## src/rtl/apb_pkg.sv

```systemverilog
// rtl/apb_pkg.sv - shared types, limits and helpers for the APB register-file slave
package apb_pkg;

    typedef enum logic [0:0] {
        IDLE   = 1'b0,
        ACCESS = 1'b1
    } apb_state_e;

    localparam int APB_WAIT_MAX = 15;

    // Only byte-multiple widths with a power-of-two lane count are decodable.
    function automatic bit apb_width_ok(input int w);
        return (w == 8) || (w == 16) || (w == 32) || (w == 64);
    endfunction

endpackage

```

## src/rtl/apb_regfile_decode.sv

```systemverilog
// rtl/apb_regfile_decode.sv - address/strobe decode to register index and error flag (APB_REGFILE_PSTRB_EN adds strobe check)
module apb_regfile_decode
    import apb_pkg::*;
#(
    parameter int                  DATA_W   = 32,
    parameter int                  ADDR_W   = 32,
    parameter int                  NUM_REGS = 8,
    parameter logic [NUM_REGS-1:0] RO_MASK  = '0
) (
    input  logic [ADDR_W-1:0]           paddr,
    input  logic                        pwrite,
`ifdef APB_REGFILE_PSTRB_EN
    input  logic [DATA_W/8-1:0]         pstrb,
`endif
    output logic [$clog2(NUM_REGS)-1:0] idx,
    output logic                        err
);

    localparam int                   BO       = $clog2(DATA_W / 8);
    localparam int                   IDX_W    = $clog2(NUM_REGS);
    localparam int                   HI       = BO + IDX_W;
    localparam logic [ADDR_W-1:0]    LOW_MASK = ADDR_W'((64'd1 << BO) - 64'd1);
    localparam logic [2**IDX_W-1:0]  RO_EXT   = (2**IDX_W)'(RO_MASK);
    localparam bit                   WIDTH_OK = apb_width_ok(DATA_W);

    // Index from the word-address bits; any alignment, range or permission problem flags an error.
    always_comb begin
        idx = paddr[HI-1:BO];
        err = ((paddr & LOW_MASK) != '0)
            | ((paddr >> HI) != '0)
            | ({1'b0, idx} >= (IDX_W + 1)'(NUM_REGS))
            | (pwrite & RO_EXT[idx])
            | !WIDTH_OK;
`ifdef APB_REGFILE_PSTRB_EN
        err = err | (!pwrite & (pstrb != '0));
`endif
    end

endmodule

```

## src/rtl/apb_regfile_slave.sv

```systemverilog
// rtl/apb_regfile_slave.sv - parametrised APB register-file slave (optional APB_REGFILE_PSTRB_EN byte strobes)
module apb_regfile_slave
    import apb_pkg::*;
#(
    parameter int                  DATA_W      = 32,
    parameter int                  ADDR_W      = 32,
    parameter int                  NUM_REGS    = 8,
    parameter int                  WAIT_STATES = 0,
    parameter logic [NUM_REGS-1:0] RO_MASK     = '0,
    parameter logic [DATA_W-1:0]   RST_VAL     = '0
) (
    input  logic                         pclk,
    input  logic                         preset,
    input  logic [ADDR_W-1:0]            paddr,
    input  logic                         psel,
    input  logic                         penable,
    input  logic                         pwrite,
    input  logic [DATA_W-1:0]            pwdata,
`ifdef APB_REGFILE_PSTRB_EN
    input  logic [DATA_W/8-1:0]          pstrb,
`endif
    output logic [DATA_W-1:0]            prdata,
    output logic                         pready,
    output logic                         pslverr,
    output logic [NUM_REGS*DATA_W-1:0]   reg_q,
    output logic [NUM_REGS-1:0]          wr_pulse
);

    localparam int         IDX_W     = $clog2(NUM_REGS);
    localparam int         SW        = DATA_W / 8;
    localparam logic [3:0] WAIT_INIT = 4'((WAIT_STATES > APB_WAIT_MAX) ? APB_WAIT_MAX : WAIT_STATES);

    apb_state_e         state_q, state_d;
    logic [3:0]         wcnt_q, wcnt_d;
    logic [IDX_W-1:0]   idx_q, idx_d;
    logic               write_q, write_d;
    logic [DATA_W-1:0]  wdata_q, wdata_d;
    logic               err_q, err_d;
    logic [SW-1:0]      strb_q, strb_d;
    logic [DATA_W-1:0]  prdata_q, prdata_d;
    logic [DATA_W-1:0]  regs_q [NUM_REGS];
    logic [DATA_W-1:0]  regs_d [NUM_REGS];

    logic [IDX_W-1:0]   dec_idx;
    logic               dec_err;
    logic [SW-1:0]      strb_in;
    logic               commit;

`ifdef APB_REGFILE_PSTRB_EN
    assign strb_in = pstrb;
`else
    assign strb_in = '1;
`endif

    apb_regfile_decode #(
        .DATA_W   (DATA_W),
        .ADDR_W   (ADDR_W),
        .NUM_REGS (NUM_REGS),
        .RO_MASK  (RO_MASK)
    ) u_decode (
        .paddr  (paddr),
        .pwrite (pwrite),
`ifdef APB_REGFILE_PSTRB_EN
        .pstrb  (pstrb),
`endif
        .idx    (dec_idx),
        .err    (dec_err)
    );

    assign pready  = !preset && (state_q == ACCESS) && (wcnt_q == 4'd0);
    assign pslverr = pready & err_q;
    assign prdata  = prdata_q;
    assign commit  = pready & psel & penable & write_q & !err_q & (strb_q != '0);

    for (genvar i = 0; i < NUM_REGS; i++) begin : g_flat
        assign reg_q[i*DATA_W +: DATA_W] = regs_q[i];
    end

    // Write strobe for the register being committed on this completion edge.
    always_comb begin
        wr_pulse = '0;
        for (int i = 0; i < NUM_REGS; i++) begin
            wr_pulse[i] = commit && (idx_q == IDX_W'(i));
        end
    end

    // Transfer FSM: capture at setup, count wait states, commit byte lanes on completion.
    always_comb begin
        state_d  = state_q;
        wcnt_d   = wcnt_q;
        idx_d    = idx_q;
        write_d  = write_q;
        wdata_d  = wdata_q;
        err_d    = err_q;
        strb_d   = strb_q;
        prdata_d = prdata_q;
        regs_d   = regs_q;

        case (state_q)
            IDLE: begin
                if (psel && !penable) begin
                    state_d  = ACCESS;
                    wcnt_d   = WAIT_INIT;
                    idx_d    = dec_idx;
                    write_d  = pwrite;
                    wdata_d  = pwdata;
                    err_d    = dec_err;
                    strb_d   = strb_in;
                    prdata_d = (!dec_err && !pwrite) ? regs_q[dec_idx] : '0;
                end
            end
            ACCESS: begin
                if (!psel) begin
                    state_d = IDLE;
                end else if (wcnt_q != 4'd0) begin
                    wcnt_d = wcnt_q - 4'd1;
                end else if (penable) begin
                    state_d = IDLE;
                end
            end
            default: state_d = IDLE;
        endcase

        for (int i = 0; i < NUM_REGS; i++) begin
            for (int b = 0; b < SW; b++) begin
                if (wr_pulse[i] && strb_q[b]) begin
                    regs_d[i][b*8 +: 8] = wdata_q[b*8 +: 8];
                end
            end
        end
    end

    // State, capture and register-array flops with synchronous reset.
    always_ff @(posedge pclk) begin
        if (preset) begin
            state_q  <= IDLE;
            wcnt_q   <= 4'd0;
            idx_q    <= '0;
            write_q  <= 1'b0;
            wdata_q  <= '0;
            err_q    <= 1'b0;
            strb_q   <= '0;
            prdata_q <= '0;
            for (int i = 0; i < NUM_REGS; i++) begin
                regs_q[i] <= RST_VAL;
            end
        end else begin
            state_q  <= state_d;
            wcnt_q   <= wcnt_d;
            idx_q    <= idx_d;
            write_q  <= write_d;
            wdata_q  <= wdata_d;
            err_q    <= err_d;
            strb_q   <= strb_d;
            prdata_q <= prdata_d;
            regs_q   <= regs_d;
        end
    end

endmodule
```

## config.mk

```make
export PLATFORM = sky130hd
export DESIGN_NAME = apb_regfile_slave
export DESIGN_NICKNAME = d
export VERILOG_FILES = /design/src/rtl/apb_pkg.sv /design/src/rtl/apb_regfile_decode.sv /design/src/rtl/apb_regfile_slave.sv
export SDC_FILE = /design/constraint.sdc
export NUM_CORES = 1
export LEC_CHECK = 0
export ABC_CLOCK_PERIOD_IN_PS = 2900
export CAP_MARGIN = 20
export CORE_UTILIZATION = 25
export DETAILED_ROUTE_END_ITERATION = 6
export PLACE_DENSITY = 0.54
export SETUP_SLACK_MARGIN = 0.2
export SLEW_MARGIN = 20
export SYNTH_ARGS = -nofsm -noshare
export SYNTH_HDL_FRONTEND = slang
export SYNTH_SLANG_ARGS = --single-unit
```

## constraint.sdc

```tcl
create_clock -name pclk -period 2.9 [get_ports pclk]
set_clock_uncertainty 0.1 [all_clocks]
set_input_delay 0.435 -clock pclk [delete_from_list [all_inputs] [get_ports pclk]]
set_output_delay 0.435 -clock pclk [all_outputs]
set_load 0.1 [all_outputs]
```

Yosys cells after proc, flatten, opt, wreduce, memory -nomap -nowiden

Memory sizes are Yosys's and may differ from the RTL's.
Cells that the tools add are included.

Add/subtract/negate cells: 1
Magnitude comparators: 2
Eq/ne operators: 10
Mux-type cells: 14
Bitwise logic cells: 11
Reduce and logical (&&, ||, !) cells: 57

Operator list:

| kind                  | number |
|---|---|
| $bmux W32 S3          | 1 |
| $mux W32              | 3 |
| $reduce_bool A32 Y1   | 2 |
| $logic_and A1 B1 Y1   | 44 |
| $eq A3 B3 Y1 const B  | 4 |
| $mux W4               | 3 |
| $pmux W4 S2           | 1 |
| $reduce_bool A4 Y1    | 2 |
| $and A1 B1 Y1         | 7 |
| $eq A3 B2 Y1 const B  | 2 |
| $logic_not A1 Y1      | 5 |
| $mux W1               | 5 |
| $ge A4 B4 Y1 const B  | 1 |
| $logic_not A4 Y1      | 1 |
| $lt A3 B4 Y1 const B  | 1 |
| $ne A2 B2 Y1 const B  | 2 |
| $not A3 Y4            | 1 |
| $sub A4 B1 Y4 const B | 1 |
| $eq A3 B1 Y1 const B  | 1 |
| $logic_not A3 Y1      | 1 |
| $reduce_and A3 Y1     | 1 |
| $ne A2 B1 Y1 const B  | 1 |
| $or A1 B1 Y1          | 2 |
| $pmux W1 S2           | 1 |
| other kinds (2)       | 2 |

Bits in registers: 331
Memory bits (read-only): 8
Input port bits: 69
Output and inout bits: 298
Word-level logic and storage cells: 136
Memories: 1

Memories:

| name             | words | width | read ports | clocked after memory_dff | write ports | line                     | source |
|---|---|---|---|---|---|---|---|
| (name not given) | 8     | 1     | 1          | 0                        | 0           | apb_regfile_decode.sv:32 | `\| (pwrite & RO_EXT[idx])` |

Depth between registers and ports, before layout

Depth after elaboration: 10
Depth in mapped cells: 9
Mapped depth without buffers: 6

Hierarchy

A second synthesis with hierarchy kept.

Cell total of the unflattened synthesis: 1349
Area, all modules: 13987.2 µm²

Modules (own cells, without submodules):

| module             | instances | cells an instance | area each (µm²) | sequential area each (µm²) |
|---|---|---|---|---|
| apb_regfile_slave  | 1         | 1336              | 13895.8         | 6626.4 |
| apb_regfile_decode | 1         | 13                | 91.3            | 0.0 |

Worst setup path after synthesis

No wires, ideal clock.

Path type: register to output
Start: reg wcnt_q[0]
End: out pslverr
Arrival time: 3.390 ns
Path slack: -1.025 ns
Stages on the path, launching flop included: 8
Buffers on the path: 2
Cells stage by stage: dfxtp_1 -> inv_1 -> ha_1 -> or3b_1 -> buf_6 -> buf_12 -> nor2_1 -> and2_1

Cells in the longest elaborated chain, start to end: 3

RTL lines:

| what                   | line                     | source |
|---|---|---|
| start, declared        | apb_regfile_slave.sv:34  | `logic [3:0] wcnt_q, wcnt_d;` |
| start signal, assigned | apb_regfile_slave.sv:149 | `wcnt_q <= wcnt_d;` |
| $logic_not A4 Y1       | apb_regfile_slave.sv:70  | `assign pready = !preset && (state_q == ACCESS) && (wcnt_q == 4'd0);` |
| $logic_and A1 B1 Y1    | apb_regfile_slave.sv:70  |  |
| net pready             | apb_regfile_slave.sv:23  | `output logic pready,` |
| $and A1 B1 Y1          | apb_regfile_slave.sv:71  | `assign pslverr = pready & err_q;` |
| end, declared          | apb_regfile_slave.sv:24  | `output logic pslverr,` |

The timed path passes the listed nets, and every way through them passes these cells.

Worst setup path after layout

Start: reg wcnt_q[0]
End: out wr_pulse[2]

Cells in the longest elaborated chain, start to end: 8

RTL lines:

| what                       | line                    | source |
|---|---|---|
| $logic_not A4 Y1           | apb_regfile_slave.sv:70 |  |
| $logic_and A1 B1 Y1        | apb_regfile_slave.sv:70 |  |
| $and A1 B1 Y1 (5 in a row) | apb_regfile_slave.sv:73 | `assign commit = pready & psel & penable & write_q & !err_q & (strb_q != '0);` |
| $logic_and A1 B1 Y1        | apb_regfile_slave.sv:83 | `wr_pulse[i] = commit && (idx_q == IDX_W'(i));` |
| end, declared              | apb_regfile_slave.sv:26 | `output logic [NUM_REGS-1:0] wr_pulse` |

No other way between the ends.

==> flow_metrics.env <==
export IMPL_status="finished, final reports clean"
export IMPL_syn_area_per_cell_um2=10.8
export IMPL_drv_slew=0
export IMPL_coreArea_um2=55300
export IMPL_die_h_um=239
export IMPL_grt_pass1_wl_um=75400
export IMPL_rows=86
export IMPL_synthCells=1299
export IMPL_tritoncts="done"
export IMPL_placed_cells=2333
export IMPL_synth_common_cells="dfxtp_1 (331), mux2i_1 (288), nor2_1 (264)"
export IMPL_min_to="idx_q[1]"
export IMPL_worst_pin_slew_ns=0.858
export IMPL_instances_no_fill=2454
export IMPL_syn_area_um2=14100
export IMPL_max_slew_margin_pct=42.7
export IMPL_wl_per_cell_um=21.5
export IMPL_grt_pass1_vias=11100
export IMPL_async_flop_share_pct=0
export IMPL_max_clock_freq_mhz=345
export IMPL_hold_viol_final=0
export IMPL_synth_top_area_share_pct=47.1
export IMPL_path_class="flip-flop to output port"
export IMPL_drive_above_1_share_pct=31.8
export IMPL_clk_pin_slew_ns=0.06
export IMPL_clock_sink_count=331
export IMPL_p_per_area_nw_per_um2=518
export IMPL_synth_nets=1369
export IMPL_multi_input_area_um2=6590
export IMPL_nFillCells=5557
export IMPL_reg2reg_depth=15
export IMPL_cts_made_buffers=41
export IMPL_antenna_left=0
export IMPL_grt_total_usage_pct=17.7
export IMPL_io_pins=367
export IMPL_drtIter0Drc=644
export IMPL_clk_latency_ns=0.55
export IMPL_reg2reg_from="wcnt_q[0]"
export IMPL_io_buffers=366
export IMPL_drt_total_wl_um=52800
export IMPL_ys_seq_elements=331
export IMPL_critical_path_max_fanout=8
export IMPL_drc=0
export IMPL_vias=11100
export IMPL_areaGrowthSynthToFinish_pct=39.9
export IMPL_cts_htree_levels=2
export IMPL_holdWs_ns=0.238
export IMPL_hold_buffers=0
export IMPL_hpwl_um=34000
export IMPL_p_leak_nw=7.44
export IMPL_initial_core_util_pct=25.4
export IMPL_die_area_um2=57200
export IMPL_overflow=0
export IMPL_synth_largest_area_cell="dfxtp_1"
export IMPL_rsz0062_at_grt="yes"
export IMPL_cts_root_buf="clkbuf_16"
export IMPL_place_gp_congestion=0.785
export IMPL_rrSetupSlack_ns=0.14
export IMPL_grt_max_degree=154
export IMPL_yosysWarnings=0
export IMPL_endpoint_kind="output port"
export IMPL_chipWidth_um=239
export IMPL_min_period_over_period_pct=100
export IMPL_seq_area_frac_synth_pct=47.1
export IMPL_synth_flop_cell="dfxtp_1"
export IMPL_whs_path_depth=3
export IMPL_regArea_um2=6630
export IMPL_fin_crit_ns=2.90
export IMPL_max_cap_viol_count=0
export IMPL_antenna_found_initial=2
export IMPL_post_synth_top_count_cell="dfxtp_1"
export IMPL_min_path_type="primary input to flip-flop"
export IMPL_cts_buffer_depth=3
export IMPL_start_kind="flip-flop"
export IMPL_synthTopCellsByArea="dfxtp_1 (47%), mux2i_1 (21%), mux4_2 (10%)"
export IMPL_max_vdd_ir_drop_uv=356
export IMPL_yosysUniqueCellTypes=36
export IMPL_synth_edff_count=0
export IMPL_drt_pass1_iterations=5
export IMPL_antennaDiodeCount=0
export IMPL_nets=1745
export IMPL_hp_start="paddr[3]"
export IMPL_routed_via_density=4.54
export IMPL_critPathArrivalTime_ns=2.36
export IMPL_rr_endpoint="reg_q[104]"
export IMPL_crit_required_ns=2.37
export IMPL_setup_violations=0
## placed cells by master, fill, tap and decap left out, types with 4 or more instances in the layout
| master | count |
|---|---|
| nor3_1 | 7 |
| o21ai_0 | 34 |
| clkbuf_1 | 15 |
| clkbuf_8 | 4 |
| clkdlybuf4s50_1 | 64 |
| mux4_2 | 64 |
| buf_12 | 36 |
| clkinv_2 | 7 |
| clkbuf_16 | 47 |
| dfxtp_2 | 4 |
| nor2_1 | 262 |
| nor4_4 | 8 |
| buf_4 | 340 |
| nand2_1 | 108 |
| nor4_1 | 6 |
| a21oi_1 | 38 |
| dfxtp_1 | 327 |
| buf_6 | 8 |
| mux2i_1 | 288 |
## power by group
group | internal (mW) | switching [mW] | total [mW]
clock network | 3.01 | 2.04 | 5.05
logic | 0.222 | 0.274 | 0.497
registers | 4.58 | 0.0674 | 4.64
## kinds of logic (layout without fill, tap and decap cells)
| kind of cell | after synthesis | after routing | synth area share [%] |
|---|---|---|---|
| AO/OA/AOI/OAI | 74 | 74 | 2.68 |
| AND/OR/NAND/NOR | 412 | 412 | 12.8 |
| adder cells (fa/ha/maj) | 1 | 1 | 0.0890 |
| XOR/XNOR | 2 | 2 | 0.125 |
| buffers and inverters | 127 | 534 | 6.36 |
| multiplexers | 352 | 352 | 30.8 |
| flip-flops | 331 | 331 | 47.1 |
## repair_timing
action                     in CTS  in global routing
resized for setup              19                 17
gates cloned                    0                  6
pin swaps                      11                  2
setup buffers                  33                  8
setup endpoints to repair      42                 79
## how the worst max path moves through the flow
stage	from	to	slack (ns)	depth (start not counted)
2_1_floorplan	wcnt_q[0]	pslverr	0.23	7
3_3_place_gp	penable	wr_pulse[7]	0.16	5
3_5_place_dp	wcnt_q[0]	reg_q[61]	0.13	8
4_1_cts	wcnt_q[1]	wr_pulse[5]	-0.06	7
5_1_grt	wcnt_q[1]	wr_pulse[2]	-0.09	8
6_report	wcnt_q[0]	wr_pulse[2]	0.0002	8
## registers in the layout (all words and copies together), names as in the netlist
| register | count |
|---|---|
| state_q | 1 |
| wdata_q | 32 |
| strb_q | 1 |
| wcnt_q | 4 |
| write_q | 1 |
| reg_q | 256 |
| prdata | 32 |
| idx_q | 3 |
| err_q | 1 |
## metrics by stage
step                      total power [mW]  setup slack [ns]  TNS [ns]  util, %  area (µm²)
after floorplan                       5.02             0.228         0        -       14100
after global placement                5.21             0.162         0     32.2       17800
after detailed placement              5.22             0.134         0     32.2       17800
after CTS                             10.4           -0.0647    -0.175     35.1       19400
after global routing                  10.6           -0.0882    -0.347     35.6       19700
final                                 10.2          0.000201         0     35.6       19700
## cell type report
type	count	area share, %
sequential	331	33.7
multi-input combinational	841	33.5
timing repair buffer	457	21.3
clock buffer	62	6.04
tap	748	4.76
clock inverter	12	0.617
inverter	3	0.0573
## worst max-delay path: stages (launching register included)
cell	delay (ns)
dfxtp_2	0.33
inv_2	0.08
ha_4	0.13
or3b_4	0.41
buf_12	0.16
buf_4	0.13
nor4_4	0.23
buf_12	0.17
buf_12	0.17
## per-layer routing
layer / track usage (%) / vias up / wire length (µm)
met5: 0 / - / 27
met4: 4.41 / 4 / 990
met3: 5.07 / 71 / 3940
met2: 29.2 / 362 / 24800
met1: 22.5 / 5449 / 23100
li1: - / 5253 / -
No activity file was read; power rests on OpenSTA's default activity.
